## config.mk

```make
export PLATFORM = sky130hd
export DESIGN_NAME = reg_file_mp
export DESIGN_NICKNAME = d
export VERILOG_FILES = /design/src/rtl/reg_file_mp.sv
export SDC_FILE = /design/constraint.sdc
export NUM_CORES = 1
export LEC_CHECK = 0
export ABC_AREA = 1
export CAP_MARGIN = 20
export CORE_MARGIN = 1.5
export CORE_UTILIZATION = 55
export DETAILED_ROUTE_END_ITERATION = 8
export GPL_TIMING_DRIVEN = 0
export HOLD_SLACK_MARGIN = 0.15
export PLACE_DENSITY = 0.81
export REMOVE_ABC_BUFFERS = 1
export SLEW_MARGIN = 30
export SYNTH_ARGS = -nofsm -noshare
export SYNTH_HDL_FRONTEND = slang
export SYNTH_SLANG_ARGS = --single-unit
```

## constraint.sdc

```tcl
create_clock -name clk -period 5.05 [get_ports clk]
set_input_delay 1.515 -clock clk [delete_from_list [all_inputs] [get_ports clk]]
set_output_delay 1.515 -clock clk [all_outputs]
set_load 0.05 [all_outputs]
```

## src/rtl/reg_file_mp.sv

```systemverilog
// Multi-port register file: one acc/se write port, a single-outstanding load-return
// path with WAW kill tracking, and two registered read ports. REG_FILE_BYPASS_EN enables read forwarding.
module reg_file_mp #(
  parameter int WIDTH = 16,
  parameter int AW    = 2
) (
  input  logic             clk,
  input  logic             rst,
  input  logic             lacc,
  input  logic [WIDTH-1:0] acc,
  input  logic             lse,
  input  logic [WIDTH-1:0] se,
  input  logic [AW-1:0]    wa,
  input  logic             ld_issue,
  input  logic [AW-1:0]    ld_dst,
  input  logic             ld_valid,
  input  logic [WIDTH-1:0] load,
  input  logic [AW-1:0]    ra0,
  input  logic [AW-1:0]    ra1,
  output logic [WIDTH-1:0] out0,
  output logic [WIDTH-1:0] out1,
  output logic             busy0,
  output logic             busy1,
  output logic             ld_busy,
  output logic             issue_err
);

  localparam int unsigned NREG = 1 << AW;

  logic [WIDTH-1:0] regs [NREG];
  logic [AW-1:0]    pend_dst;
  logic             kill;

  logic             wr_en;
  logic [WIDTH-1:0] wr_data;
  logic             issue_ok;
  logic             ret;
  logic             ld_wr;
  logic [AW-1:0]    pend_nxt;
  logic             busy_nxt;
  logic             kill_nxt;
  logic [WIDTH-1:0] rd0;
  logic [WIDTH-1:0] rd1;
  logic             pend0;
  logic             pend1;

  always_comb begin
    wr_en    = lacc | lse;
    wr_data  = lacc ? acc : se;
    issue_ok = ld_issue && (!ld_busy || ld_valid);
    ret      = ld_valid && ld_busy;
    // A same-cycle acc/se write to the load target wins over the returning data.
    ld_wr    = ret && !kill && !(wr_en && (wa == pend_dst));
    pend_nxt = pend_dst;
    busy_nxt = ld_busy;
    kill_nxt = kill;
    if (ret)
      busy_nxt = 1'b0;
    if (wr_en && ld_busy && (wa == pend_dst))
      kill_nxt = 1'b1;
    if (issue_ok) begin
      pend_nxt = ld_dst;
      busy_nxt = 1'b1;
      kill_nxt = 1'b0;
    end
  end

`ifdef REG_FILE_BYPASS_EN
  always_comb begin
    rd0   = regs[ra0];
    rd1   = regs[ra1];
    if (ld_wr && (pend_dst == ra0))
      rd0 = load;
    if (ld_wr && (pend_dst == ra1))
      rd1 = load;
    if (wr_en && (wa == ra0))
      rd0 = wr_data;
    if (wr_en && (wa == ra1))
      rd1 = wr_data;
    pend0 = busy_nxt && !kill_nxt && (pend_nxt == ra0);
    pend1 = busy_nxt && !kill_nxt && (pend_nxt == ra1);
  end
`else
  always_comb begin
    rd0   = regs[ra0];
    rd1   = regs[ra1];
    pend0 = ld_busy && !kill && (pend_dst == ra0);
    pend1 = ld_busy && !kill && (pend_dst == ra1);
  end
`endif

  always_ff @(posedge clk or posedge rst) begin
    if (rst) begin
      for (int unsigned i = 0; i < NREG; i++)
        regs[i] <= '0;
      pend_dst  <= '0;
      ld_busy   <= 1'b0;
      kill      <= 1'b0;
      issue_err <= 1'b0;
      out0      <= '0;
      out1      <= '0;
      busy0     <= 1'b0;
      busy1     <= 1'b0;
    end else begin
      if (ld_wr)
        regs[pend_dst] <= load;
      if (wr_en)
        regs[wa] <= wr_data;
      pend_dst <= pend_nxt;
      ld_busy  <= busy_nxt;
      kill     <= kill_nxt;
      if (ld_issue && ld_busy && !ld_valid)
        issue_err <= 1'b1;
      out0  <= rd0;
      out1  <= rd1;
      busy0 <= pend0;
      busy1 <= pend1;
    end
  end

endmodule

```

==> run summary, run 1 <==
Setup crit end kind: register
area grow syn2layout: 19.3%
number of routed nets with antenna violations: 0
CTS max path bufs: 2
Iter 0 DRT Violations: 578
Cell Pwr Density: 367 mW/mm²
Crit Path Category: input pin to register
Final Skew: 0.00749 ns
post-CTS setup buffers: 0
clk_lat worst skew: 0.35 ns
max cap viols: 0
cells after synthesis: 885
DIE AREA: 0.0119 mm²
Clock Sinks: 103
run status: finished, final reports clean
synthesized cell area: 0.00621 mm²
Overflow after GRT: 0
critical path data required time: 5.28 ns
Final period util: 93.9%
RSZ-0062 raised after global routing: no
CTS Buf Count: 9
TritonCTS clock tree: yes
Final Util: 67.8%
Final TNS setup: 0 ns
first-pass GRT wire length: 28500 µm
share of layout cells above drive strength 1: 8.78%
FF+latch count, synth: 103
Pleak: 3.61 nW
hold buffers post-CTS: 0
RePlAce Congestion: 0.847
Slew Viols, Final: 0
hpwl dp: 10300 µm
Hold Path Class: register to register
vias post-DR: 6124
maximum clock frequency: 0.211 GHz
largest net degree at the start of global routing: 70
port bufs: 97
cts repair resizes: 0
Slew HR: 35.5%
placed instance area: 0.00714 mm²
Mapped Avg Cell Area: 7.02 µm²
Ys Warns: 0
Max VDD drop: 0.000201 V
Root Buffer: clkbuf_16
Post-Place Worst Slack: 0.0121 ns
DIE WIDTH: 109 µm
vias in the first global route: 5666
Worst Path Arrival: 4.97 ns
Core Rows: 38
Hold Violations, Final: 0
GRT Resource Usage Total: 31.6%
final WL: 17800 µm
DR WL/cell: 16.4 µm
DR DRC count: 0
synth unique cells: 25
crit start category: input pin
Tightest Pin Transition: 0.965 ns
IO Pins: 98
final setup vio count: 0
final instance area: 0.00741 mm²
core area: 0.0109 mm²
Final Net Count: 1002
Diodes inserted: 0
clock slew at reported path FFs: 0.07 ns
htree depth: 3
Die Ht: 109 µm
starting density of the core: 56.8%
post-layout minimum cycle time: 4.74 ns
crit path max fanout: 69
initial antenna violation count: 0
routed vias/inst: 5.64
sequential area share after synthesis: 41.5%
final setup margin: 0.306 ns
DRT Pass-1 Iters: 6
-- layer usage --
metal	wire length, µm	GRT usage [%]	up-vias
met3	2300	5.87	43
met1	7220	43.2	2771
li1	-	-	2917
met5	0	0	-
met2	7980	50.2	393
met4	334	11.8	0
-- critical path, cell delays in order --
cell and delay, ns:
clkdlybuf4s50_1 0.90, or2_1 0.57, nand3_4 0.65, nand3_1 0.94, nand2_1 0.32, a21oi_2 0.08
-- synthesized netlist by cell type --
cell type  number  share of area, %
buf_1           2              0.12
nand4_1         1              0.10
clkinv_1        1             0.060
clkbuf_1       24               1.4
o21ai_0        65               5.2
or2_1           1              0.10
a21boi_0        1              0.12
nand2_1       191                12
nor2_2          1              0.10
buf_6           2              0.36
or2_2           1              0.10
buf_12          1              0.32
o221ai_1        2              0.28
nand3_1        70               5.6
nor2_1        193                12
inv_1          93               5.6
buf_2          22               1.8
nand3b_2        3              0.54
dfrtp_1       103                41
buf_8           5               1.2
a21oi_2        50               7.0
nand3_4         1              0.28
o21bai_1        1              0.12
o22ai_1        32               3.2
a21oi_1        19               1.5
-- worst paths after layout --
path / slack, ns / endpoint / from / depth (start not counted)
max in group asynchronous: 2.84 / out1[14]$_DFF_PP0_ / rst / 3
worst min register to register: 0.48 / issue_err$_DFFE_PP0P_ / issue_err$_DFFE_PP0P_ / 1
worst max register to register: 2.22 / regs[52]$_DFF_PP0_ / pend_dst[0]$_DFFE_PP0P_ / 7
min in group asynchronous: 1.57 / out1[5]$_DFF_PP0_ / rst / 2
worst min-delay path: 0.48 / issue_err$_DFFE_PP0P_ / issue_err$_DFFE_PP0P_ / 1
worst max-delay path: 0.31 / regs[52]$_DFF_PP0_ / lacc / 6
-- final cells by class --
class	count	area, µm²
multi-input combinational	632	2980
timing repair buffer	100	1040
tap	140	175
fill	954	3520
clock inverter	4	20.0
inverter	94	358
sequential	103	2580
clock buffer	12	256
-- where the power goes --
part           internal (mW)  switching [mW]
clock network          0.358           0.307
logic                  0.341           0.597
registers               1.00           0.118
total                   1.70            1.02
-- cell usage in the layout, fill, tap and decap left out --
| cell | netlist | final |
|---|---|---|
| a21boi_0 | 1 | 1 |
| a21oi_1 | 19 | 19 |
| a21oi_2 | 50 | 50 |
| buf_16 | 0 | 3 |
| buf_2 | 22 | 2 |
| clkbuf_1 | 24 | 1 |
| clkbuf_16 | 0 | 9 |
| clkbuf_8 | 0 | 2 |
| clkdlybuf4s50_1 | 0 | 95 |
| clkinv_1 | 1 | 1 |
| clkinv_2 | 0 | 4 |
| dfrtp_1 | 103 | 103 |
| inv_1 | 93 | 90 |
| inv_2 | 0 | 2 |
| inv_6 | 0 | 1 |
| nand2_1 | 191 | 191 |
| nand3_1 | 70 | 66 |
| nand3_2 | 0 | 4 |
| nand3_4 | 1 | 1 |
| nand3b_2 | 3 | 3 |
| nand4_1 | 1 | 1 |
| nor2_1 | 193 | 193 |
| nor2_4 | 0 | 1 |
| o21ai_0 | 65 | 65 |
| o21bai_1 | 1 | 1 |
| o221ai_1 | 2 | 2 |
| o22ai_1 | 32 | 32 |
| or2_1 | 1 | 1 |
| or2_2 | 1 | 1 |
-- state kept, by name (all words and copies together), names as in the netlist --
name,count
issue_err,1
ld_busy,1
regs,64
out1,16
busy1,1
pend_dst,2
out0,16
kill,1
busy0,1
-- metrics by stage --
stage	std cells	hold WS [ns]	total power, mW
CTS	1085	0.486	2.71
global route	1085	0.497	2.87
finish	1085	0.479	2.72
detailed placement	1069	0.469	2.06
global placement	1066	0.465	2.02
floorplan	829	0.504	1.73
-- cell families (layout without fill, tap and decap cells) --
group / Yosys count / count (layout) / share of synthesized area [%]
and+or+nand+nor: 462 / 462 / 30.1
AOI/OAI and AO/OA: 170 / 170 / 17.6
buffers and inverters: 150 / 210 / 10.9
DFF: 103 / 103 / 41.5
(Power assumes the default switching activity.)
==> inputs of run 2 (changes only) <==
- ABC_AREA: 1 -> default
- CORE_MARGIN: 1.5 -> default
- CORE_UTILIZATION: 55 -> 52
- PLACE_DENSITY: 0.81 -> 0.8
==> run summary, run 2 <==
maximum clock frequency: 0.254 GHz (+20%)
port bufs: 97 (unchanged)
GRT Resource Usage Total: 28.1% (-3.5 points)
CTS max path bufs: 2 (unchanged)
crit start category: input pin
DIE WIDTH: 99.8 µm (-8.7%)
reg2reg end: regs[56]$_DFF_PP0_
Die Ht: 99.8 µm (-8.7%)
Diodes inserted: 0 (unchanged)
hold path startpoint: issue_err$_DFFE_PP0P_
TritonCTS clock tree: yes
final setup vio count: 0 (unchanged)
CP bufs+invs: 2 (+1)
biggest regs: regs (64), out0 (16), out1 (16)
hpwl dp: 8210 µm (-20%)
final WL: 13200 µm (-26%)
RSZ-0062 raised after global routing: no
CP max-delay cell: clkdlybuf4s50_1
Crit Path Category: input pin to register
Mapped Avg Cell Area: 12.4 µm² (+77%)
routed vias/inst: 6.29 (+11%)
Hold Path Class: register to register
Root Buffer: clkbuf_8
area grow syn2layout: 25.4%
max cap viols: 0 (unchanged)
first-pass GRT wire length: 21100 µm (-26%)
cell family with most CP delay: compound AO/OA/AOI/OAI gates
Largest register FFs: 64 (unchanged)
EDFF count, synth: 0 (unchanged)
DR WL/cell: 21.7 µm (+32%)
Largest Register: regs
cells along the critical path: clkdlybuf4s50_1 > o21ba_2 > a211oi_4 > buf_8 > mux2i_1 > o22ai_1
Cell Pwr Density: 422 mW/mm² (+15%)
vias post-DR: 3829 (-37%)
initial antenna violation count: 0 (unchanged)
Worst Path Arrival: 4.14 ns (-0.83 ns)
Final Skew: 0.00575 ns (-0.00174 ns)
clk_lat worst skew: 0.35 ns (about the same)
most frequent cell after synthesis: dfrtp_1
Final TNS setup: 0 ns (unchanged)
cells after synthesis: 401 (-55%)
largest area contributor in the netlist: dfrtp_1
commonest non-fill, non-tap cells in the layout: dfrtp_1, clkdlybuf4s50_1, nand2_1
crit path max fanout: 19 (-72%)
vias in the first global route: 4057 (-28%)
DR DRC count: 0 (unchanged)
Slew Viols, Final: 0 (unchanged)
sequential area share after synthesis: 51.8% (+10 points)
Yosys top cell area share: 51.8% (+10 points)
commonest non-fill, non-tap cell in the layout: dfrtp_1
Synth async-reset ratio: 100% (unchanged)
core area: 0.00924 mm² (-16%)
FF+latch count, synth: 103 (unchanged)
flop-to-flop setup slack: 2.79 ns (+0.57 ns)
Core Rows: 35 (-7.9%)
number of routed nets with antenna violations: 0 (unchanged)
Final Util: 67.5% (-0.27 points)
post-layout minimum cycle time: 3.94 ns (-0.800 ns)
Final Net Count: 539 (-46%)
synth unique cells: 30 (+20%)
RePlAce Congestion: 0.781 (-7.8%)
Synth area leaders: dfrtp_1, mux4_2, mux2i_1, o22ai_1, nand2_1
DRT Pass-1 Iters: 5 (-1)
worst stage delay on the critical path: 0.88 ns (-0.06 ns)
Clock Sinks: 103 (unchanged)
Hold Path Depth: 1 (unchanged)
DIE AREA: 0.00997 mm² (-17%)
# fillers: 690 (-28%)
synth cell count leaders: dfrtp_1, nand2_1, mux2i_1, o22ai_1, mux4_2
Ys Warns: 0 (unchanged)
worst r2r src: pend_dst[0]$_DFFE_PP0P_
run status: finished, final reports clean
Overflow after GRT: 0 (unchanged)
Final period util: 78.1% (-16 points)
Iter 0 DRT Violations: 325 (-44%)
Hold Violations, Final: 0 (unchanged)
post-CTS setup buffers: 0 (unchanged)
cts repair resizes: 0 (unchanged)
largest net degree at the start of global routing: 76 (+8.6%)
Tightest Pin Transition: 0.945 ns (-0.0201 ns)
share of layout cells above drive strength 1: 14.2% (+5.4 points)
CTS Buf Count: 9 (unchanged)
starting density of the core: 53.9% (-3.0 points)
htree depth: 3 (unchanged)
clock slew at reported path FFs: 0.09 ns (+0.02 ns)
Synth Flop Type: dfrtp_1
Setup crit end kind: register
Pleak: 2.68 nW (-26%)
synthesized cell area: 0.00498 mm² (-20%)
IO Pins: 98 (unchanged)
Max VDD drop: 0.000232 V (+16%)
critical path data required time: 5.24 ns (-0.04 ns)
Slew HR: 36.9% (+1.5 points)
sink of the worst hold path: issue_err$_DFFE_PP0P_
hold buffers post-CTS: 0 (unchanged)
R2R depth: 5 (-2)
run 2: worst register-to-register path, stage by stage (launching register included):
cell and delay, ns:
dfrtp_1 0.47, nand4bb_1 0.33, a211oi_4 0.73, buf_8 0.24, mux2i_1 0.22, o22ai_1 0.11
run 2: metrics by stage:
stage	hold slack (ns)	setup WS (ns)	cells	power [mW]	cell area [µm²]
6_report	0.493	1.11	609	2.63	6240
5_1_grt	0.530	0.969	609	2.74	6240
4_1_cts	0.500	1.13	609	2.63	6240
3_5_place_dp	0.470	0.749	595	2.03	6000
3_3_place_gp	0.465	-1.57	591	1.99	5940
2_1_floorplan	0.510	0.831	365	1.70	4810
run 2: where the power goes:
group	total (mW)	switching (mW)	internal, mW
logic	0.893	0.513	0.380
registers	1.13	0.116	1.02
clock network	0.609	0.272	0.337
total	2.63	0.901	1.73
run 2: worst max-delay path by stage:
| stage | endpoint | depth (start not counted) | slack, ns | startpoint |
|---|---|---|---|---|
| floorplan | busy0$_DFF_PP0_ | 1 | 0.83 | rst |
| global placement | regs[7]$_DFF_PP0_ | 4 | -1.57 | lacc |
| detailed placement | regs[60]$_DFF_PP0_ | 6 | 0.75 | lse |
| CTS | regs[60]$_DFF_PP0_ | 6 | 1.13 | lse |
| global route | regs[60]$_DFF_PP0_ | 6 | 0.97 | lse |
| finish | regs[56]$_DFF_PP0_ | 6 | 1.11 | lse |
run 2: layout make-up:
type / count / area [µm²] / share of cell area [%]
Clock inverter: 4 / 95.1 / 1.52
Inverter: 3 / 16.3 / 0.261
Clock buffer: 10 / 138 / 2.21
Tap cell: 129 / 161 / 2.59
Sequential cell: 103 / 2580 / 41.3
Multi-Input combinational cell: 259 / 2240 / 35.9
Timing Repair Buffer: 101 / 1010 / 16.2
run 2: per-layer routing:
metal  part of all wire (%)  GRT usage [%]
met1                     39           37.1
met2                     51           47.3
met3                    8.5           4.94
met4                    1.6           10.3
met5                      0              0
run 2: kinds of logic (layout without fill, tap and decap cells):
kind of cell	Yosys count	after routing	share of synthesized area [%]
flops	103	103	51.8
compound gates	89	89	12.1
mux	82	82	24.6
simple gates	82	82	6.84
buf+inv	39	118	3.64
xor+xnor	6	6	1.06
